===== src/rtl/rv_pkg.sv =====
// Shared RV32I definitions: datapath width, base opcodes and immediate formats.
// Used by the decode stage and its immediate generator.
package rv_pkg;

  localparam int XLEN = 32;

  localparam logic [6:0] OPC_LOAD   = 7'b0000011;
  localparam logic [6:0] OPC_OP_IMM = 7'b0010011;
  localparam logic [6:0] OPC_AUIPC  = 7'b0010111;
  localparam logic [6:0] OPC_STORE  = 7'b0100011;
  localparam logic [6:0] OPC_OP     = 7'b0110011;
  localparam logic [6:0] OPC_LUI    = 7'b0110111;
  localparam logic [6:0] OPC_BRANCH = 7'b1100011;
  localparam logic [6:0] OPC_JALR   = 7'b1100111;
  localparam logic [6:0] OPC_JAL    = 7'b1101111;

  typedef enum logic [2:0] {
    IMM_I,
    IMM_S,
    IMM_B,
    IMM_U,
    IMM_J,
    IMM_NONE
  } imm_type_e;

  // R-type and unrecognised opcodes carry no immediate.
  function automatic imm_type_e immTypeOf(input logic [6:0] opcode);
    imm_type_e t;
    case (opcode)
      OPC_LOAD, OPC_OP_IMM, OPC_JALR: t = IMM_I;
      OPC_STORE:                      t = IMM_S;
      OPC_BRANCH:                     t = IMM_B;
      OPC_LUI, OPC_AUIPC:             t = IMM_U;
      OPC_JAL:                        t = IMM_J;
      default:                        t = IMM_NONE;
    endcase
    return t;
  endfunction

endpackage


===== src/rtl/imm_gen.sv =====
// Combinational RV32I immediate generator: rebuilds the sign-extended
// immediate of the instruction's format.
module imm_gen #(
  parameter int XLEN = rv_pkg::XLEN
) (
  input  logic [31:0]     i_ins,
  output logic [XLEN-1:0] o_imm
);
  import rv_pkg::*;

  imm_type_e   w_type;
  logic [31:0] w_imm32;
  logic        w_sign;

  assign w_type = immTypeOf(i_ins[6:0]);
  assign w_sign = i_ins[31];

  always_comb begin
    w_imm32 = '0;
    case (w_type)
      IMM_I:   w_imm32 = {{20{w_sign}}, i_ins[31:20]};
      IMM_S:   w_imm32 = {{20{w_sign}}, i_ins[31:25], i_ins[11:7]};
      IMM_B:   w_imm32 = {{19{w_sign}}, i_ins[31], i_ins[7], i_ins[30:25], i_ins[11:8], 1'b0};
      IMM_U:   w_imm32 = {i_ins[31:12], 12'b0};
      IMM_J:   w_imm32 = {{11{w_sign}}, i_ins[31], i_ins[19:12], i_ins[20], i_ins[30:21], 1'b0};
      default: w_imm32 = '0;
    endcase
  end

  // Wider datapaths keep extending the sign bit.
  assign o_imm = XLEN'($signed(w_imm32));

endmodule


===== src/rtl/id_ex_stage.sv =====
// RV32I decode stage plus ID/EX pipeline register: register-file addressing,
// write-back bypass, load-use stall/bubble insertion and a stall counter.
module id_ex_stage #(
  parameter int XLEN  = rv_pkg::XLEN,
  parameter int CNT_W = 16
) (
  input  logic             clk,
  input  logic             rst_n,
  input  logic             in_valid,
  input  logic [31:0]      in_ins,
  input  logic [XLEN-1:0]  in_pc,
  output logic [4:0]       rn1,
  output logic [4:0]       rn2,
  input  logic [XLEN-1:0]  rd1,
  input  logic [XLEN-1:0]  rd2,
  input  logic             wb_w,
  input  logic [4:0]       wb_wn,
  input  logic [XLEN-1:0]  wb_wd,
  input  logic             flush,
  input  logic             hold,
  output logic             stall,
  output logic             ex_valid,
  output logic [XLEN-1:0]  ex_pc,
  output logic [XLEN-1:0]  ex_a,
  output logic [XLEN-1:0]  ex_b,
  output logic [XLEN-1:0]  ex_imm,
  output logic [4:0]       ex_rd,
  output logic [6:0]       ex_opcode,
  output logic [2:0]       ex_funct3,
  output logic             ex_f7b5,
  output logic             ex_is_load,
  output logic             ex_regwrite,
  output logic [CNT_W-1:0] stall_count
);
  import rv_pkg::*;

  logic [6:0]       w_opcode;
  logic [4:0]       w_rd;
  logic [XLEN-1:0]  w_imm;
  logic [XLEN-1:0]  w_srcA;
  logic [XLEN-1:0]  w_srcB;
  logic             w_usesRs1;
  logic             w_usesRs2;
  logic             w_writesRd;
  logic             w_isLoad;
  logic             w_loadUse;

  logic             r_exValid;
  logic [XLEN-1:0]  r_exPc;
  logic [XLEN-1:0]  r_exA;
  logic [XLEN-1:0]  r_exB;
  logic [XLEN-1:0]  r_exImm;
  logic [4:0]       r_exRd;
  logic [6:0]       r_exOpcode;
  logic [2:0]       r_exFunct3;
  logic             r_exF7b5;
  logic             r_exIsLoad;
  logic             r_exRegwrite;
  logic [CNT_W-1:0] r_stallCount;

  assign w_opcode = in_ins[6:0];
  assign w_rd     = in_ins[11:7];
  assign rn1      = in_ins[19:15];
  assign rn2      = in_ins[24:20];

  imm_gen #(.XLEN(XLEN)) u_imm_gen (
    .i_ins (in_ins),
    .o_imm (w_imm)
  );

  // x0 always reads as zero; otherwise the value being written back this cycle wins.
  assign w_srcA = (rn1 == 5'd0) ? '0 :
                  (wb_w && wb_wn != 5'd0 && wb_wn == rn1) ? wb_wd : rd1;
  assign w_srcB = (rn2 == 5'd0) ? '0 :
                  (wb_w && wb_wn != 5'd0 && wb_wn == rn2) ? wb_wd : rd2;

  assign w_usesRs1 = !(w_opcode == OPC_LUI || w_opcode == OPC_AUIPC || w_opcode == OPC_JAL);
  assign w_usesRs2 = (w_opcode == OPC_OP || w_opcode == OPC_STORE || w_opcode == OPC_BRANCH);
  assign w_isLoad  = (w_opcode == OPC_LOAD);

  always_comb begin
    w_writesRd = 1'b0;
    case (w_opcode)
      OPC_OP, OPC_OP_IMM, OPC_LOAD, OPC_LUI,
      OPC_AUIPC, OPC_JAL, OPC_JALR: w_writesRd = (w_rd != 5'd0);
      default:                      w_writesRd = 1'b0;
    endcase
  end

  assign w_loadUse = in_valid && r_exValid && r_exIsLoad && (r_exRd != 5'd0) &&
                     ((w_usesRs1 && r_exRd == rn1) || (w_usesRs2 && r_exRd == rn2));

  // Flush overrides both hold and the load-use stall.
  assign stall = rst_n && !flush && (hold || w_loadUse);

  always_ff @(posedge clk) begin
    if (!rst_n || flush) begin
      r_exValid    <= 1'b0;
      r_exPc       <= '0;
      r_exA        <= '0;
      r_exB        <= '0;
      r_exImm      <= '0;
      r_exRd       <= '0;
      r_exOpcode   <= '0;
      r_exFunct3   <= '0;
      r_exF7b5     <= 1'b0;
      r_exIsLoad   <= 1'b0;
      r_exRegwrite <= 1'b0;
      if (!rst_n) begin
        r_stallCount <= '0;
      end
    end else if (hold) begin
      r_exValid <= r_exValid;
    end else if (w_loadUse) begin
      r_exValid    <= 1'b0;
      r_exIsLoad   <= 1'b0;
      r_exRegwrite <= 1'b0;
      if (r_stallCount != {CNT_W{1'b1}}) begin
        r_stallCount <= r_stallCount + CNT_W'(1);
      end
    end else begin
      r_exValid    <= in_valid;
      r_exPc       <= in_pc;
      r_exA        <= w_srcA;
      r_exB        <= w_srcB;
      r_exImm      <= w_imm;
      r_exRd       <= w_rd;
      r_exOpcode   <= w_opcode;
      r_exFunct3   <= in_ins[14:12];
      r_exF7b5     <= in_ins[30];
      r_exIsLoad   <= in_valid && w_isLoad;
      r_exRegwrite <= in_valid && w_writesRd;
    end
  end

  assign ex_valid    = r_exValid;
  assign ex_pc       = r_exPc;
  assign ex_a        = r_exA;
  assign ex_b        = r_exB;
  assign ex_imm      = r_exImm;
  assign ex_rd       = r_exRd;
  assign ex_opcode   = r_exOpcode;
  assign ex_funct3   = r_exFunct3;
  assign ex_f7b5     = r_exF7b5;
  assign ex_is_load  = r_exIsLoad;
  assign ex_regwrite = r_exRegwrite;
  assign stall_count = r_stallCount;

endmodule


===== config.mk =====
export PLATFORM = sky130hd
export DESIGN_NAME = id_ex_stage
export DESIGN_NICKNAME = d
export VERILOG_FILES = /design/src/rtl/rv_pkg.sv /design/src/rtl/imm_gen.sv /design/src/rtl/id_ex_stage.sv
export SDC_FILE = /design/constraint.sdc
export NUM_CORES = 1
export LEC_CHECK = 0
export ABC_AREA = 1
export CAP_MARGIN = 15
export CORE_ASPECT_RATIO = 0.7
export CORE_MARGIN = 2
export CORE_UTILIZATION = 45
export CTS_CLUSTER_SIZE = 30
export DETAILED_ROUTE_END_ITERATION = 6
export HOLD_SLACK_MARGIN = 0.02
export PLACE_DENSITY = 0.93
export SLEW_MARGIN = 20
export SYNTH_ARGS = -nofsm -noshare
export SYNTH_HDL_FRONTEND = slang
export SYNTH_SLANG_ARGS = --single-unit

===== constraint.sdc =====
create_clock -name clk -period 4.7 [get_ports clk]
set_clock_uncertainty 0.1 [all_clocks]
set_input_delay 0.94 -clock clk [delete_from_list [all_inputs] [get_ports clk]]
set_output_delay 0.94 -clock clk [all_outputs]
set_load 0.01 [all_outputs]

==> metrics.md, run 1 <==
| Metric | Value |
|---|---|
| Die Footprint | `19400 um^2` |
| Main flop type after synthesis | `dfxtp_1` |
| Initial antenna violation count | `0` |
| Drt drc | `0` |
| Reg area | `3420 um^2` |
| Initial Util | `0.458` |
| Fin Hold WS | `361 ps` |
| Mux share of post-synthesis cell area | `0` |
| R2R setup slack | `1530 ps` |
| Worst-Margin Slew | `1070 ps` |
| Hold Path Depth | `2` |
| Library cells used by synthesis | `33` |
| Clock latency at the later pin of the worst-skew pair | `420 ps` |
| VDD IR max | `215 uV` |
| Main combinational cell family by area after synthesis | `simple AND/OR/NAND/NOR gates` |
| Clock slew at reported path FFs | `70 ps` |
| Complex-gate fraction of the synthesized area | `0.0904` |
| Xor/xnor share of the synthesized area | `0.0149` |
| Max Cap Viol | `0` |
| Layout area overhead | `49.2%` |
| DRT Pass-1 Iters | `6` |
| DP Area | `11600 um^2` |
| Final Cell Area | `12300 um^2` |
| Pre-CTS WS | `328 ps` |
| Pin count of the biggest net entering global routing | `106` |
| Async set or reset register ratio after synthesis | `0` |
| CP max stage cell | `clkdlybuf4s50_1` |
| DRT iter0 DRCs | `1532` |
| Placer Congestion | `0.972` |
| Clock Sinks | `163` |
| TritonCTS clock tree | `built` |
| Fmax | `232 MHz` |
| Synth Area in Adders | `0.00152` |
| Synthesized Nets | `1337` |
| Resize count post-CTS | `0` |
| YS warnings | `0` |
| Hold Path Class | `flip-flop to flip-flop` |
| Post-synthesis sequential area ratio | `0.416` |
| Gr usage total | `0.302` |
| FP Rows | `41` |
| Crit start category | `input pin` |
| Crit Path Category | `input pin to output port` |
| RR Startpoint | `ex_rd[2]` |
| EDFF count, synth | `16` |
| Share of cells above drive strength 1 | `0.0505` |
| Worst setup margin | `395 ps` |
| Leakage | `5.38 nW` |
| Mean Syn Cell Area | `7.06 um^2` |
| CP max stage delay | `610 ps` |
| RR Endpoint | `ex_a[1]` |
| Hold Vio Cnt, Final | `0` |
| CTS buffer count | `17` |
| Wire length per cell | `18.0 um` |
| Dpl hpwl | `21600 um` |
| Bufs on Longest Clock Path | `2` |
| Final Max Tran Viols | `0` |
| CP Capture Type | `output port` |
| Root Buffer | `clkbuf_16` |
| Via density | `5.67` |
| Post-CTS setup buffer count | `0` |
| Simple-Gate Fraction of Synth Area | `0.387` |
| Pwr per Cell Area | `285 nW/um^2` |
| WP data required | `3660 ps` |
| Filler cells | `1472` |
| Chip height | `117 um` |
| Setup TNS | `0 ps` |
| Drt total wl | `30600 um` |
| Slew Limit Headroom | `0.284` |
| WHS Endpoint | `ex_regwrite` |
| Ports | `345` |
| R2r worst-path depth | `12` |
| Synthesized instance count | `1165` |
| RSZ-0062 raised after global routing | `no` |
| I/O Buffers | `344` |
| Gr ovfl total | `0` |
| Crit-path max FO | `13` |
| Vias | `9646` |
| H-tree levels | `4` |
| Most common cell after layout, fill and taps aside | `nand2_1` |
| HP Start | `ex_regwrite` |
| Final Setup Violations | `0` |
| Status | `finished, final reports clean` |
| Final worst-path cycle share | `0.916` |
| CP Cell Sequence | `clkdlybuf4s50_1 -> inv_1 -> nor2_1 -> nand3_2 -> nand2_4 -> inv_2 -> nand2_1 -> nand2_1 -> nand2_2 -> nand2_4 -> inv_4 -> nor2_1 -> clkdlybuf4s50_1` |
| FF+latch count, synth | `163` |
| Area of the multi-input gates | `4090 um^2` |
| Global-route wire length before repair | `45400 um` |
| CTS Hold Bufs | `0` |
| Commonest non-fill, non-tap cells in the layout | `nand2_1, clkdlybuf4s50_1, nand3_1` |
| Ant. Diodes | `0` |
| Core area | `18000 um^2` |
| Remaining antenna violation count | `0` |
| Final core occ | `0.683` |
| Min Tclk post-route | `4300 ps` |
| Nets | `1624` |
| Crit path arrival time | `3260 ps` |
| Die Span X | `166 um` |
| Post-Syn Area | `8220 um^2` |
| Vias in the first global route | `8545` |
-- kinds of logic (layout without fill, tap and decap cells) --
kind of cell    after synthesis  after routing
compound gates              115            115
xor+xnor                     14             14
fa+ha+maj                     1              1
buf+inv                     154            454
flops                       163            163
simple gates                718            718
-- metrics by stage --
step / power, W / cells
3_3_place_gp: 0.00205 / 1669
4_1_cts: 0.00350 / 1701
2_1_floorplan: 0.00174 / 1165
3_5_place_dp: 0.00206 / 1669
5_1_grt: 0.00362 / 1701
6_report: 0.00350 / 1701
-- cells in the mapped netlist, types with 11 or more instances --
| library cell | n | share of area |
|---|---|---|
| buf_6 | 12 | 0.016 |
| buf_2 | 17 | 0.010 |
| dfxtp_1 | 147 | 0.36 |
| a21boi_0 | 32 | 0.029 |
| buf_4 | 12 | 0.011 |
| o2111ai_1 | 11 | 0.012 |
| edfxtp_1 | 16 | 0.058 |
| nand4_1 | 70 | 0.053 |
| inv_1 | 52 | 0.024 |
| nor2_1 | 31 | 0.014 |
| nand2_1 | 397 | 0.18 |
| clkbuf_1 | 52 | 0.024 |
| a21oi_1 | 47 | 0.029 |
| nand3_1 | 200 | 0.12 |
-- state kept, by name, indices dropped and copies added (netlist names) --
name,cells
ex_a,32
ex_b,32
ex_f7b5,1
ex_funct3,3
ex_imm,32
ex_is_load,1
ex_opcode,7
ex_pc,32
ex_rd,5
ex_regwrite,1
ex_valid,1
stall_count,16
-- report_power, final --
part / internal, W / switching [W] / total [W]
combinational: 0.000269 / 0.000288 / 0.000557
clock: 0.000834 / 0.000628 / 0.00146
sequential: 0.00145 / 0.0000313 / 0.00148
-- worst max path at each step --
stage,start,slack (ps),depth (start not counted),endpoint
after floorplan,in_ins[4],1490,14,stall
after global placement,in_ins[4],460,15,ex_a[9]
after detailed placement,in_ins[4],330,15,ex_a[1]
after CTS,in_ins[2],460,13,stall
after global routing,in_ins[2],260,13,stall
final,in_ins[2],400,13,stall
-- area by class of cell --
class / instances / share of cell area
tap: 236 / 0.0241
multi-input combinational: 848 / 0.333
clock inverter: 13 / 0.0132
timing repair buffer: 366 / 0.296
sequential: 163 / 0.279
inverter: 56 / 0.0173
clock buffer: 19 / 0.0370
-- layer usage --
metal  GRT usage  vias up  routed length, um
met5           0        -                  0
li1            -     4488                  -
met1       0.401     4418              12200
met3      0.0860       80               3670
met2       0.477      660              13900
met4      0.0960        0                773
-- worst max-delay path: cells and delay by family --
| family | cells | cell delay [ps] |
|---|---|---|
| buf+inv | 5 | 1300 |
| simple gates | 8 | 1020 |
(Power assumes the default switching activity.)
==> inputs of run 2 (changes only) <==
Settings changed: CAP_MARGIN 15 to 0.
==> results of run 2 <==
Final layout, timing and power as in run 1 (identical DEF).
